File: src/rtl/ms_sched.sv
// Mushroom spawn scheduler: spawns, rises, walks and retires power-up slots.
// Ports: sys_clk/RST_N, tick, blk_hit+blk_x/y, char_X/Y, bg_pos, rd_idx -> rd_x/y/en, grow, drop, busy_cnt.
module ms_sched #(
  parameter int         NSLOT      = 4,
  parameter int         RISE_TICKS = 12,
  parameter logic [9:0] X_LIMIT    = 10'd1000
) (
  input  logic                     sys_clk,
  input  logic                     RST_N,
  input  logic                     tick,
  input  logic                     blk_hit,
  input  logic [9:0]               blk_x,
  input  logic [9:0]               blk_y,
  input  logic [9:0]               char_X,
  input  logic [9:0]               char_Y,
  input  logic [9:0]               bg_pos,
  input  logic [$clog2(NSLOT)-1:0] rd_idx,
  output logic [9:0]               rd_x,
  output logic [9:0]               rd_y,
  output logic                     rd_en,
  output logic                     grow,
  output logic                     drop,
  output logic [$clog2(NSLOT):0]   busy_cnt
);

  localparam int         BW    = $clog2(NSLOT) + 1;
  localparam logic [3:0] RLAST = 4'(RISE_TICKS - 1);

  typedef enum logic [1:0] {
    S_IDLE = 2'd0,
    S_RISE = 2'd1,
    S_WALK = 2'd2
  } st_e;

  typedef struct packed {
    st_e        st;
    logic [9:0] x;
    logic [9:0] y;
    logic [3:0] cnt;
  } slot_t;

  slot_t             slot_q [NSLOT];
  slot_t             slot_d [NSLOT];
  logic [NSLOT-1:0]  hit_v;
  logic              found;
  logic              grow_d;
  logic              drop_d;
  logic [BW-1:0]     cnt_d;

  function automatic logic [10:0] adiff(
    input logic [9:0] a,
    input logic [9:0] b
  );
    logic [10:0] ea;
    logic [10:0] eb;
    ea = {1'b0, a};
    eb = {1'b0, b};
    return (ea >= eb) ? ea - eb : eb - ea;
  endfunction

  always_ff @(posedge sys_clk or negedge RST_N) begin
    if (!RST_N) begin
      for (int i = 0; i < NSLOT; i++) slot_q[i] <= '0;
      grow     <= 1'b0;
      drop     <= 1'b0;
      busy_cnt <= '0;
    end else begin
      for (int i = 0; i < NSLOT; i++) slot_q[i] <= slot_d[i];
      grow     <= grow_d;
      drop     <= drop_d;
      busy_cnt <= cnt_d;
    end
  end

  // Spawn only into slots idle in the registered state, so a slot freed
  // this cycle is never reused before the next edge.
  always_comb begin
    slot_d = slot_q;
    found  = 1'b0;
    hit_v  = '0;
    cnt_d  = '0;
    for (int i = 0; i < NSLOT; i++) begin
      hit_v[i] = (slot_q[i].st == S_WALK) &&
                 (adiff(char_X, slot_q[i].x) <= 11'd12) &&
                 (adiff(char_Y, slot_q[i].y) <= 11'd12);
      unique case (1'b1)
        hit_v[i]: slot_d[i] = '0;
        (slot_q[i].st == S_WALK) && tick && !hit_v[i]: begin
          if (({1'b0, slot_q[i].x} + 11'd1) >= {1'b0, X_LIMIT})
            slot_d[i] = '0;
          else
            slot_d[i].x = slot_q[i].x + 10'd1;
        end
        (slot_q[i].st == S_RISE) && tick: begin
          slot_d[i].y   = (slot_q[i].y == 10'd0) ? 10'd0
                                                 : slot_q[i].y - 10'd1;
          slot_d[i].cnt = slot_q[i].cnt + 4'd1;
          slot_d[i].st  = (slot_q[i].cnt == RLAST) ? S_WALK : S_RISE;
        end
        (slot_q[i].st == S_IDLE) && blk_hit && !found: begin
          slot_d[i].st  = S_RISE;
          slot_d[i].x   = blk_x;
          slot_d[i].y   = blk_y;
          slot_d[i].cnt = 4'd0;
        end
        default: ;
      endcase
      if (slot_q[i].st == S_IDLE) found = 1'b1;
    end
    for (int i = 0; i < NSLOT; i++)
      if (slot_d[i].st != S_IDLE) cnt_d = cnt_d + BW'(1);
    grow_d = |hit_v;
    drop_d = blk_hit && !found;
  end

  always_comb begin
    rd_en = 1'b0;
    rd_x  = '0;
    rd_y  = '0;
    if (int'(rd_idx) < NSLOT && slot_q[rd_idx].st != S_IDLE) begin
      rd_en = 1'b1;
      rd_x  = slot_q[rd_idx].x - bg_pos;
      rd_y  = slot_q[rd_idx].y;
    end
  end

endmodule

File: config.mk
export PLATFORM = sky130hd
export DESIGN_NAME = ms_sched
export DESIGN_NICKNAME = d
export VERILOG_FILES = /design/src/rtl/ms_sched.sv
export SDC_FILE = /design/constraint.sdc
export NUM_CORES = 1
export LEC_CHECK = 0
export CAP_MARGIN = 40
export CELL_PAD_IN_SITES_DETAIL_PLACEMENT = 0
export CELL_PAD_IN_SITES_GLOBAL_PLACEMENT = 1
export CORE_MARGIN = 5
export CORE_UTILIZATION = 50
export CTS_CLUSTER_DIAMETER = 120
export DETAILED_ROUTE_END_ITERATION = 6
export DONT_BUFFER_PORTS = 1
export PLACE_DENSITY = 0.91
export SYNTH_ARGS = -nofsm -noshare
export SYNTH_HDL_FRONTEND = slang
export SYNTH_SLANG_ARGS = --single-unit
File: constraint.sdc
create_clock -name sys_clk -period 10.5 [get_ports sys_clk]
set_input_delay 3.15 -clock sys_clk [delete_from_list [all_inputs] [get_ports sys_clk]]
set_output_delay 3.15 -clock sys_clk [all_outputs]
set_load 0.01 [all_outputs]
==> results.md <==
- VDD IR max: 0.000153 V
- Ranking of synthesized cells by area: dfrtp_1 18%, ha_1 16%, o21ai_0 5.9%
- Buffers & Inverters on Critical Path: 0
- Post-route ant nets: 0
- First-pass GRT wire length: 81.2 mm
- Post-Syn Area per Cell: 7.69 um^2
- Ys Warns: 0
- Biggest area consumer among synthesized cells: dfrtp_1
- Max Cap Viol: 0
- Largest stage delay, worst path: 0.53 ns
- Drt pass-1 iters: 6
- Total power per unit cell area: 298 nW/um^2
- Cts hold-fix bufs: 0
- Hold WS: 0.516 ns
- IO Count: 82
- CTS Buffer Depth: 2
- Detail Route met2 WL: 22.7 mm
- CTS root buffer: clkbuf_16
- Cell Rows: 63
- CTS tree: yes
- Fillers: 2,881
- Worst-path clk slew: 0.07 ns
- Synth Cell Area: 14,800 um^2
- Fmax: 108 MHz
- End of the worst hold path: slot_q[28]
- Final setup viols: 0
- Synthesized flop and latch total: 109
- PostCTS Resize Cnt: 0
- CP Class: in2out
- Reg-to-reg endpoint: busy_cnt[1]
- Crit-path most repeated cell: o21ai_0
- Layout Skew: 0.0125 ns
- Final Max Tran Viols: 0
- IO Port Bufs: 0
- Nets: 2,122
- CP max stage cell: mux4_2
- Worst hold path depth: 1
- Yosys cell types: 93
- Initial antenna violation count: 0
- Reg2Reg Depth: 15
- CP cell instances: mux4_2 > ha_1 > nor2b_1 > o21ai_0 > a21oi_1 > o21ai_0 > a21oi_1 > o21ai_0 > a21boi_0 > o21ai_0 > a21oi_1 > nor3b_1
- Largest net degree at the start of global routing: 110
- CP Max Fanout: 22
- P&R area growth vs syn: 4.29%
- Highest routed layer: met4
- Die span in x: 182 um
- # diodes: 0
- Worst EP required: 7.35 ns
- Startpoint types: input pin
- Drt wl/cell: 22.8 um
- Final-report hold violation count: 0
- Worst path arrival time: 6.11 ns
- Routability cong.: 0.989
- Clk Latency, worst-skew pair: 0.38 ns
- Worst reg2reg startpoint: slot_q[98]
- Die H: 182 um
- Hold Path Class: reg2reg
- Post-synthesis sequential area ratio: 0.184
- RSZ-0062 raised after global routing: no
- H-tree depth: 3
- Final WL: 51.9 mm
- Share of cells above drive strength 1: 0.0531
- R2R setup slack: 4.83 ns
- Residual DRC: 0
- Share of the synthesized area in the top cell type: 0.184
- Fin crit period: 9.26 ns
- Post-DP HPWL: 41.5 mm
- Worst setup EP type: output pin
- Number of synthesized flops with an enable pin: 0
- Worst Max-Slew Pin Slew: 0.991 ns
- Via count: 15,200
- Vias per Instance: 6.67
- Hold Startpoint: slot_q[28]
- Met3 wire length: 4.28 mm
- Leakage: 6.69 nW
- Clock Sinks: 109
- Crit share post-route: 0.882
- Setup_tns: 0 ns
- Starting Density: 0.503
- Initial detailed-routing violation count: 1,674
- Syn nets: 2,164
- Ys flop type: dfrtp_1
- Gr ovfl total: 0
- Die ar.: 33,100 um^2
- Max-slew headroom: 0.330
- Run status: finished, final reports clean
- Core ar.: 29,400 um^2
- CTS Buf Count: 9
- Wire length on met1: 21.9 mm
- Setup Fix Bufs, Post-CTS: 0
- Top delay family on crit path: compound AO/OA/AOI/OAI gates
- Synthesized instance count: 1,922
- Total GRT Usage: 0.305
- Via count of the first global-routing pass: 14,300
- Post-synth ARST share: 1.00
-- layout make-up --
cell class                 count  area (um^2)  share of cell area
timing repair buffer          13         98.8             0.00641
multi-input combinational   1582        11200               0.726
tap                          390          488              0.0316
inverter                     165          619              0.0402
clock buffer                  12          246              0.0160
clock inverter                 4         47.5             0.00308
sequential                   109         2730               0.177
-- metal layers --
| layer | GRT usage | vias to the layer above |
|---|---|---|
| li1 | - | 7103 |
| met2 | 0.478 | 769 |
| met1 | 0.407 | 7129 |
| met5 | 0 | - |
| met4 | 0.142 | 0 |
| met3 | 0.0595 | 163 |
-- registers in the layout, indices dropped and copies added, names as in the netlist --
register and flops:
slot_q 104, busy_cnt 3, drop 1, grow 1
-- cell usage after synthesis, types with 17 or more instances --
cell / count
ha_1: 185
o21ai_0: 174
inv_1: 165
nand2_1: 162
a21oi_1: 149
nor2_1: 112
dfrtp_1: 109
nand3_1: 77
nor3_1: 58
clkbuf_1: 55
nor2b_1: 43
and3_1: 36
xnor2_1: 32
a21o_1: 31
nor4_1: 27
a31oi_1: 26
xor2_1: 23
a22o_1: 22
nand4_1: 21
mux4_2: 20
mux2i_1: 18
or3_1: 18
o21a_1: 17
o31ai_1: 17
-- how the worst max path moves through the flow --
| stage | slack, ns | end | cells past startpoint | startpoint |
|---|---|---|---|---|
| floorplan | 0.82 | rd_x[9] | 15 | rd_idx[1] |
| global placement | 1.21 | rd_x[9] | 12 | rd_idx[0] |
| detailed placement | 1.13 | rd_x[9] | 12 | rd_idx[0] |
| global route | 0.86 | rd_x[9] | 12 | rd_idx[0] |
| CTS | 1.13 | rd_x[9] | 12 | rd_idx[0] |
| finish | 1.24 | rd_x[9] | 12 | rd_idx[0] |
-- worst reg2reg max path, stage by stage, from the launching register on --
cell and delay (ns):
dfrtp_1 0.48, ha_1 0.41, a21oi_1 0.21, o21ai_0 0.17, a21oi_1 0.45, nand2_1 0.29
nor3_1 0.30, a21boi_0 0.15, a2111oi_0 0.46, nand4_1 0.44, or2_1 0.71, a21oi_1 0.37
ha_1 0.31, xnor2_1 0.26, ha_1 0.28, mux2_2 0.26
-- through the flow --
step           cells  power (W)  setup WS (ns)   util  area (um^2)
3_3_place_gp    2254    0.00408           1.21  0.513        15100
3_5_place_dp    2259    0.00413           1.13  0.515        15100
6_report        2275    0.00459           1.24  0.525        15400
4_1_cts         2275    0.00451           1.13  0.525        15400
2_1_floorplan   1922    0.00330          0.815      -        14800
5_1_grt         2275    0.00499          0.856  0.525        15400
-- cells by family after synthesis --
group,Yosys count,share of synthesized area
compound gates,656,0.296
simple gates,640,0.221
buf+inv,231,0.0602
fa+ha+maj,186,0.158
flops,109,0.184
xor+xnor,55,0.0326
mux,45,0.0480
-- where the power goes --
group          internal, W  leakage (nW)  switching (W)
registers         0.000604          1.37       0.000370
clock network     0.000191         0.143       0.000174
logic              0.00130          5.17        0.00195
total              0.00210          6.69        0.00250
-- cells in the final DEF, fill, tap and decap left out, drive strengths merged, types with 23 or more instances in the layout --
cell / n
xor2: 23
xnor2: 32
nand2: 162
ha: 185
a21o: 32
dfrtp: 109
and3: 38
o21ai: 181
nor2b: 43
nand3: 77
inv: 165
nor4: 29
nor3: 59
a21oi: 152
a31oi: 27
nor2: 112
Note: power is estimated with default switching activity, not from simulation.
